**src/rtl/data_bus_mmio_pkg.sv**
```systemverilog
// Shared definitions for the data-bus MMIO bridge.
// Holds the IO register offsets, STATUS bit positions and the default IO
// window base. The firmware header generator reads these same values.
package data_bus_mmio_pkg;

   localparam logic [31:0] IO_BASE_DEFAULT = 32'h0000_FF00;

   localparam logic [7:0] IO_OFS_LED    = 8'h00;
   localparam logic [7:0] IO_OFS_TXDATA = 8'h04;
   localparam logic [7:0] IO_OFS_STATUS = 8'h08;
   localparam logic [7:0] IO_OFS_CYCLE  = 8'h0C;

   localparam int ST_EMPTY     = 0;
   localparam int ST_FULL      = 1;
   localparam int ST_OVF       = 2;
   localparam int ST_COUNT_LSB = 4;

   // Accesses are word-only, so decode compares the word index and drops
   // the byte-lane bits.
   function automatic logic [5:0] wordIdx(input logic [7:0] ofs);
      return ofs[7:2];
   endfunction

endpackage

```
**src/rtl/data_bus_mmio_tx_fifo.sv**
```systemverilog
// Transmit byte FIFO for the MMIO bridge.
// Ports:
//   clk, rst        clock and synchronous active-high reset (pointers only)
//   push, pushData  enqueue request and byte
//   pop             dequeue request (ignored while empty)
//   head            entry at the read pointer
//   empty, full     occupancy flags
//   count           number of stored entries (wp - rp)
module mmio_tx_fifo #(
   parameter int FIFO_DEPTH = 4,
   localparam int PTR_W     = $clog2(FIFO_DEPTH)
) (
   input  logic             clk,
   input  logic             rst,
   input  logic             push,
   input  logic [7:0]       pushData,
   input  logic             pop,
   output logic [7:0]       head,
   output logic             empty,
   output logic             full,
   output logic [PTR_W:0]   count
);

   logic [7:0]   mem [FIFO_DEPTH];
   logic [PTR_W:0] wp;
   logic [PTR_W:0] rp;
   logic         popOk;
   logic         pushOk;

   // Pointers carry one extra wrap bit so full and empty are distinguishable.
   assign count  = wp - rp;
   assign empty  = (count == '0);
   assign full   = (count == (PTR_W + 1)'(FIFO_DEPTH));
   assign head   = mem[rp[PTR_W-1:0]];
   assign popOk  = pop && !empty;
   // A full FIFO still takes a byte when the head leaves in the same cycle.
   assign pushOk = push && (!full || popOk);

   always_ff @(posedge clk) begin
      if (rst) begin
         wp <= '0;
         rp <= '0;
      end else begin
         if (pushOk) wp <= wp + 1'b1;
         if (popOk)  rp <= rp + 1'b1;
      end
   end

   // Storage is deliberately not reset; the pointers define what is valid.
   always_ff @(posedge clk) begin
      if (!rst && pushOk) mem[wp[PTR_W-1:0]] <= pushData;
   end

endmodule

```
**src/rtl/data_bus_mmio.sv**
```systemverilog
// Data-bus bridge behind the CPU MEM stage. Routes each access to external
// data RAM or to a 256-byte IO window (LED, TX FIFO, STATUS, cycle counter).
// Ports:
//   clk, rst                       clock, synchronous active-high reset
//   cpuAddr/cpuWrData/cpuMemWrite  CPU data access
//   cpuRdData                      combinational load data
//   ramAddr/ramWrData/ramWrite     RAM pass-through, write masked for IO
//   ramRdData                      asynchronous RAM read data
//   ledOut                         LED register
//   txData/txValid/txReady         TX byte stream from the FIFO head
module data_bus_mmio
   import data_bus_mmio_pkg::*;
#(
   parameter int DATA_WIDTH = 32,
   parameter int ADDR_WIDTH = 32,
   parameter logic [ADDR_WIDTH-1:0] IO_BASE = ADDR_WIDTH'(IO_BASE_DEFAULT),
   parameter int FIFO_DEPTH = 4,
   parameter int LED_WIDTH  = 8
) (
   input  logic                  clk,
   input  logic                  rst,
   input  logic [ADDR_WIDTH-1:0] cpuAddr,
   input  logic [DATA_WIDTH-1:0] cpuWrData,
   input  logic                  cpuMemWrite,
   output logic [DATA_WIDTH-1:0] cpuRdData,
   output logic [ADDR_WIDTH-1:0] ramAddr,
   output logic [DATA_WIDTH-1:0] ramWrData,
   output logic                  ramWrite,
   input  logic [DATA_WIDTH-1:0] ramRdData,
   output logic [LED_WIDTH-1:0]  ledOut,
   output logic [7:0]            txData,
   output logic                  txValid,
   input  logic                  txReady
);

   localparam int PTR_W = $clog2(FIFO_DEPTH);

   logic                  ioSel;
   logic [5:0]            ioWord;
   logic                  ioWrite;
   logic                  wrLed;
   logic                  wrTx;
   logic                  wrStatus;
   logic                  wrCycle;
   logic [LED_WIDTH-1:0]  led;
   logic [DATA_WIDTH-1:0] cycleCnt;
   logic                  ovf;
   logic                  txPop;
   logic                  fifoEmpty;
   logic                  fifoFull;
   logic [PTR_W:0]        fifoCount;
   logic [DATA_WIDTH-1:0] statusWord;
   logic                  ovfSet;
   logic                  ovfClr;

   assign ioSel   = (cpuAddr[ADDR_WIDTH-1:8] == IO_BASE[ADDR_WIDTH-1:8]);
   assign ioWord  = cpuAddr[7:2];
   assign ioWrite = cpuMemWrite && ioSel;

   assign wrLed    = ioWrite && (ioWord == wordIdx(IO_OFS_LED));
   assign wrTx     = ioWrite && (ioWord == wordIdx(IO_OFS_TXDATA));
   assign wrStatus = ioWrite && (ioWord == wordIdx(IO_OFS_STATUS));
   assign wrCycle  = ioWrite && (ioWord == wordIdx(IO_OFS_CYCLE));

   assign ramAddr   = cpuAddr;
   assign ramWrData = cpuWrData;
   assign ramWrite  = cpuMemWrite && !ioSel;

   assign txValid = !fifoEmpty;
   assign txPop   = txValid && txReady;

   mmio_tx_fifo #(.FIFO_DEPTH(FIFO_DEPTH)) uTxFifo (
      .clk      (clk),
      .rst      (rst),
      .push     (wrTx),
      .pushData (cpuWrData[7:0]),
      .pop      (txPop),
      .head     (txData),
      .empty    (fifoEmpty),
      .full     (fifoFull),
      .count    (fifoCount)
   );

   // A drop only happens when the FIFO is full and the head is not leaving.
   assign ovfSet = wrTx && fifoFull && !txPop;
   assign ovfClr = wrStatus && cpuWrData[ST_OVF];

   always_ff @(posedge clk) begin
      if (rst) begin
         led      <= '0;
         cycleCnt <= '0;
         ovf      <= 1'b0;
      end else begin
         if (wrLed) led <= cpuWrData[LED_WIDTH-1:0];
         if (wrCycle) cycleCnt <= cpuWrData;
         else         cycleCnt <= cycleCnt + 1'b1;
         if (ovfSet)      ovf <= 1'b1;
         else if (ovfClr) ovf <= 1'b0;
      end
   end

   assign ledOut = led;

   always_comb begin
      statusWord = '0;
      statusWord[ST_EMPTY] = fifoEmpty;
      statusWord[ST_FULL]  = fifoFull;
      statusWord[ST_OVF]   = ovf;
      statusWord[ST_COUNT_LSB +: PTR_W + 1] = fifoCount;
   end

   always_comb begin
      cpuRdData = '0;
      if (!ioSel) begin
         cpuRdData = ramRdData;
      end else begin
         case (ioWord)
            wordIdx(IO_OFS_LED):    cpuRdData = DATA_WIDTH'(led);
            wordIdx(IO_OFS_STATUS): cpuRdData = statusWord;
            wordIdx(IO_OFS_CYCLE):  cpuRdData = cycleCnt;
            default:                cpuRdData = '0;
         endcase
      end
   end

endmodule

```
**config.mk**
```make
export PLATFORM = sky130hd
export DESIGN_NAME = data_bus_mmio
export DESIGN_NICKNAME = d
export VERILOG_FILES = /design/src/rtl/data_bus_mmio_pkg.sv /design/src/rtl/data_bus_mmio_tx_fifo.sv /design/src/rtl/data_bus_mmio.sv
export SDC_FILE = /design/constraint.sdc
export NUM_CORES = 1
export LEC_CHECK = 0
export ABC_CLOCK_PERIOD_IN_PS = 3180
export BUFFER_PORTS_ARGS = -buffer_cell sky130_fd_sc_hd__buf_2
export CORE_MARGIN = 4
export CORE_UTILIZATION = 42
export DETAILED_ROUTE_END_ITERATION = 8
export PLACE_DENSITY = 0.75
export SETUP_SLACK_MARGIN = 0.4
export SYNTH_ARGS = -nofsm -noshare
export SYNTH_HDL_FRONTEND = slang
export SYNTH_SLANG_ARGS = --single-unit
export TNS_END_PERCENT = 50
```
**constraint.sdc**
```tcl
create_clock -name clk -period 3.18 [get_ports clk]
set_input_delay 0.477 -clock clk [delete_from_list [all_inputs] [get_ports clk]]
set_output_delay 0.477 -clock clk [all_outputs]
set_load 0.05 [all_outputs]
```
# Word level (Yosys, flattened, before mapping)
# Memories as Yosys holds them, arrays and structs flattened. A register that Yosys moved wholly into a read port is not among the register bits.
# Cells that the tools add are included.
# op_classes
add_sub_neg,4
n_eq_ne,5
mux,9
reduce_logical,22
# op_table
cell,n
32-bit case mux with 3 select lines,1
32-bit 2-to-1 mux,2
32-bit by 1-bit adder with 32-bit output (second input constant),1
24-bit by 8-bit equality test with 1-bit output (second input constant),1
1-bit logical AND,13
6-bit by 2-bit equality test with 1-bit output (second input constant),2
3-bit by 1-bit adder with 3-bit output (second input constant),2
6-bit by 1-bit equality test with 1-bit output (second input constant),1
6-bit logical NOT,1
1-bit logical NOT,5
1-bit 2-to-1 mux,4
2-bit 2-to-1 mux,2
3-bit equality test (second input constant),1
3-bit logical NOT,1
3-bit subtractor,1
2-bit nonzero test,1
1-bit logical OR,1
# word_totals
register_bits,47
ramBits,32
input_bits,100
output_inout_bits,114
word_cells,46
n_memories,1
# mem_list
name,words,width,read_ports,rd_ports_with_merged_regs,write_ports,line_no,text
uTxFifo.mem,4,8,1,1,1,data_bus_mmio_tx_fifo.sv:24,logic [7:0] mem [FIFO_DEPTH];

# Depth between registers and ports, before layout
# depth
word_depth,10
ltp_mapped,8
depth_no_buf,8

# Modules after synthesis
# From an unflattened synthesis, not the netlist that was laid out.
# unflattened
cells_unflattened,529
area_unflattened_um2,4952.2
# modules_own_cells
module,n_inst,cells_each,area_each_um2,seq_area_each_um2
data_bus_mmio,1,433,3274.4,820.8
mmio_tx_fifo,1,96,1677.9,1121.1

# Worst setup path after synthesis
# OpenSTA, ideal clock, no wires.
# synth_path
path_type,reg2out
from,register uTxFifo.wp[0]
to,output port cpuRdData[0]
arrival_ps,3278
required_ps,2703
slack_ps,-575
stages_incl_launch_ff,9
n_path_buf,0
path_cell_list,dfxtp_1 inv_1 ha_1 fa_1 xnor3_1 nand3_1 o21ai_0 a22oi_1 o21ai_0
# synth_via
elab_chain_cells,4
# synth_rtl
element,line_no,text
start: declaration,data_bus_mmio_tx_fifo.sv:25,logic [PTR_W:0] wp;
start signal: assignment,data_bus_mmio_tx_fifo.sv:44,if (pushOk) wp <= wp + 1'b1;
3-bit subtractor,data_bus_mmio_tx_fifo.sv:31,assign count = wp - rp;
3-bit logical NOT,data_bus_mmio_tx_fifo.sv:32,assign empty = (count == '0);
32-bit case mux with 3 select lines,data_bus_mmio.sv:117,case (ioWord)
32-bit 2-to-1 mux,data_bus_mmio.sv:114,if (!ioSel) begin
end: declaration,data_bus_mmio.sv:25,"output logic [DATA_WIDTH-1:0] cpuRdData,"
# Every way passes these cells.

# Worst setup path in the final report
# layout_path
from,register uTxFifo.wp[0]
to,output port cpuRdData[1]
# layout_via
elab_chain_cells,4
# layout_rtl
element,line_no,text
3-bit subtractor,data_bus_mmio_tx_fifo.sv:31,
3-bit equality test,data_bus_mmio_tx_fifo.sv:33,assign full = (count == (PTR_W + 1)'(FIFO_DEPTH));
32-bit case mux with 3 select lines,data_bus_mmio.sv:117,
32-bit 2-to-1 mux,data_bus_mmio.sv:114,
# Every way passes these cells.

==> key figures <==
Run status
  – Status: finished clean

Critical path
  – WS Path Type: flip-flop to primary output
  – Crit Path Max Fanout: 4
  – Cell depth of the worst flop-to-flop path: 8
  – Req. time, crit path: 2.70 ns
  – Crit. End Element: primary output
  – Arr. time, crit path: 2.31 ns
  – Startpoint types: flip-flop

CTS
  – # H-tree levels: 3
  – Clk buf depth: 2
  – Clock latency on the worst-skew pair: 0.34 ns
  – Clk Tree Root Cell: clkbuf_16
  – Clock sink total: 81
  – CTS tree: yes
  – Num CTS Buffers: 9
  – CTS clock-pin slew for the worst setup and hold paths: 0.07 ns

Min path
  – Hold path depth: 1
  – Hold Path Class: primary input to flip-flop

Routing
  – Antenna-violating nets left: 0
  – Avg WL per Cell: 16.7 um
  – DRT Wirelength: 13.5 mm
  – # DRC: 0
  – Drt via density: 5.28
  – Via count: 4250
  – Initial drt markers: 315
  – Drt pass-1 iters: 7

Power
  – Pleak: 2.64 nW
  – Overall Power: 2.99 mW
  – Max VDD drop: 0.403 mV
  – Power density over the cells: 495 nW/um^2

Global route
  – Initial antenna violation count: 0
  – Largest net degree at the start of global routing: 50
  – Wire length of the first global-routing pass: 20.1 mm
  – Total GRT Usage: 0.190
  – Vias in the first global route: 4148
  – Grt ovf: 0

Timing
  – Tcrit/Tclk final: 0.878
  – Max Fclk: 0.358 GHz
  – RSZ-0062 raised after global routing: true
  – Final min period: 2.79 ns
  – Worst slew margin: 0.445
  – Setup TNS: 0 ns
  – Clk_skew: 0.00566 ns
  – Slew Limit Fails: 0
  – Final Hold Fails: 0
  – Final setup vio count: 0
  – Worst-margin pin slew: 0.829 ns

Yosys
  – Synth Area in Simple Gates: 0.237
  – Synth area leader: dfxtp_1
  – Largest cells by area after synthesis: dfxtp_1 (20%), edfxtp_1 (20%), buf_4 (10%)
  – Combinational family with the most area after synthesis: simple AND/OR/NAND/NOR gates
  – Adder-Cell Fraction of Synth Area: 0.0218
  – Distinct cell type count after synthesis: 46
  – Xor and xnor fraction of the mapped netlist area: 0.0632
  – Compound-Gate Fraction of Synth Area: 0.0993
  – Area of the mapped netlist: 4930 sq um
  – Synthesized net count: 622
  – FF+latch count, synth: 81
  – Yosys warns: 0
  – Gate Count Post-Synth: 514
  – Share of the synthesized area in the top cell type: 0.199
  – Sequential fraction of the synthesis area: 0.394
  – Mux share of post-synthesis cell area: 0.0592
  – Avg Cell Area, Syn: 9.58 sq um

Die
  – Ports: 214
  – DIE WIDTH: 116 um
  – Die area: 13500 sq um
  – Core ar.: 11500 sq um
  – Num rows: 39
  – Initial Util: 0.430
  – Die height: 116 um

Final layout
  – Most frequent cells in the layout: buf_2 (207), nand2_1 (72), nor2_1 (51)
  – Share of cells above drive strength 1: 0.438
  – # fillers: 993
  – # diodes: 0
  – Register area: 1950 sq um
  – Layout net count: 765
  – Area of the multi-input gates: 2410 sq um
  – Area Growth Syn to Fin: 22.4%
  – Commonest non-fill, non-tap cell in the layout: buf_2

Placed design
  – Routability cong.: 0.848
  – HPWL after DPL: 10.1 mm
  – PortBufs: 209

Job
  – Max_cap viols: 0
==> worst paths after layout <==
check                           endpoint                  startpoint  slack, ns
max                         cpuRdData[1]  uTxFifo.wp[0]$_SDFFE_PP0P_       0.39
max reg2reg  uTxFifo.mem[0][1]$_DFFE_PP_  uTxFifo.wp[0]$_SDFFE_PP0P_       0.59
min          uTxFifo.mem[0][4]$_DFFE_PP_                cpuWrData[4]       0.42
min reg2reg             ovf$_SDFFE_PP0P_            ovf$_SDFFE_PP0P_       0.47
==> routing by layer <==
| metal | track usage | wire (um) |
|---|---|---|
| met5 | 0 | 0 |
| met4 | 0.0626 | 260 |
| met3 | 0.0420 | 1020 |
| met2 | 0.322 | 6820 |
| met1 | 0.241 | 5380 |
==> repair_timing <==
item,CTS,global route
setup buffers,5,2
resized for setup,16,6
cloned,0,0
hold buffers,0,0
pin swaps,5,6
setup endpoints to repair,25,32
==> registers in the layout, indices dropped and copies added (netlist names), named ones only <==
register	flops
ledOut	8
uTxFifo.rp	3
uTxFifo.wp	3
ovf	1
cycleCnt	32
uTxFifo.mem	32
==> worst max-delay path, cell delays in order, from the launching register on <==
cell,delay (ns)
dfxtp_2,0.34
inv_2,0.05
ha_4,0.15
fa_2,0.33
xnor3_2,0.29
or2_4,0.29
o21ai_2,0.14
a22oi_2,0.07
o21ai_2,0.15
buf_6,0.17
==> power breakdown <==
| part | switching [mW] | leakage, nW | internal, mW | total [mW] |
|---|---|---|---|---|
| logic | 0.546 | 1.80 | 0.226 | 0.772 |
| registers | 0.0352 | 0.684 | 1.09 | 1.13 |
| clock network | 0.460 | 0.155 | 0.627 | 1.09 |
==> synth_stat cells, drive strengths merged <==
| cell type | number |
|---|---|
| nand2 | 75 |
| buf | 71 |
| nor2 | 52 |
| dfxtp | 49 |
| nand3 | 40 |
| a211oi | 32 |
| edfxtp | 32 |
| xor2 | 24 |
| clkbuf | 18 |
| nand4 | 15 |
| o21ai | 13 |
| mux2i | 10 |
| and2 | 9 |
| nor4 | 9 |
| xnor2 | 9 |
| a22oi | 8 |
| and3 | 8 |
| mux4 | 8 |
| ha | 7 |
| and4 | 5 |
| inv | 4 |
| a21oi | 2 |
| nand3b | 2 |
| nor2b | 2 |
| nor3 | 2 |
| o31ai | 2 |
| a31o | 1 |
| fa | 1 |
| mux2 | 1 |
| nor4b | 1 |
| or2 | 1 |
| xnor3 | 1 |
==> metrics by stage <==
step | hold slack [ns] | cell area (sq um) | setup slack, ns | util | cells
3_3_place_gp | 0.459 | 5610 | 0.400 | 0.489 | 782
6_report | 0.421 | 6030 | 0.389 | 0.526 | 805
3_5_place_dp | 0.462 | 5610 | 0.318 | 0.489 | 782
5_1_grt | 0.403 | 6030 | 0.306 | 0.526 | 805
2_1_floorplan | 0.442 | 4940 | 0.267 | - | 514
4_1_cts | 0.403 | 6000 | 0.334 | 0.523 | 803
==> layout make-up <==
class | count | area share
Tap cell | 143 | 0.0297
Timing Repair Buffer | 221 | 0.193
Clock inverter | 7 | 0.0139
Clock buffer | 9 | 0.0374
Multi-Input combinational cell | 340 | 0.400
Inverter | 4 | 0.00249
Sequential cell | 81 | 0.323
==> cells by family (layout without fill, tap and decap cells) <==
kind of cell	after synthesis	in the layout
adder cells (fa/ha/maj)	8	8
multiplexers	19	19
XOR/XNOR	34	34
AND/OR/NAND/NOR	221	221
flip-flops	81	81
AO/OA/AOI/OAI	58	58
buffers and inverters	93	241
No activity file was read; power rests on OpenSTA's default activity.
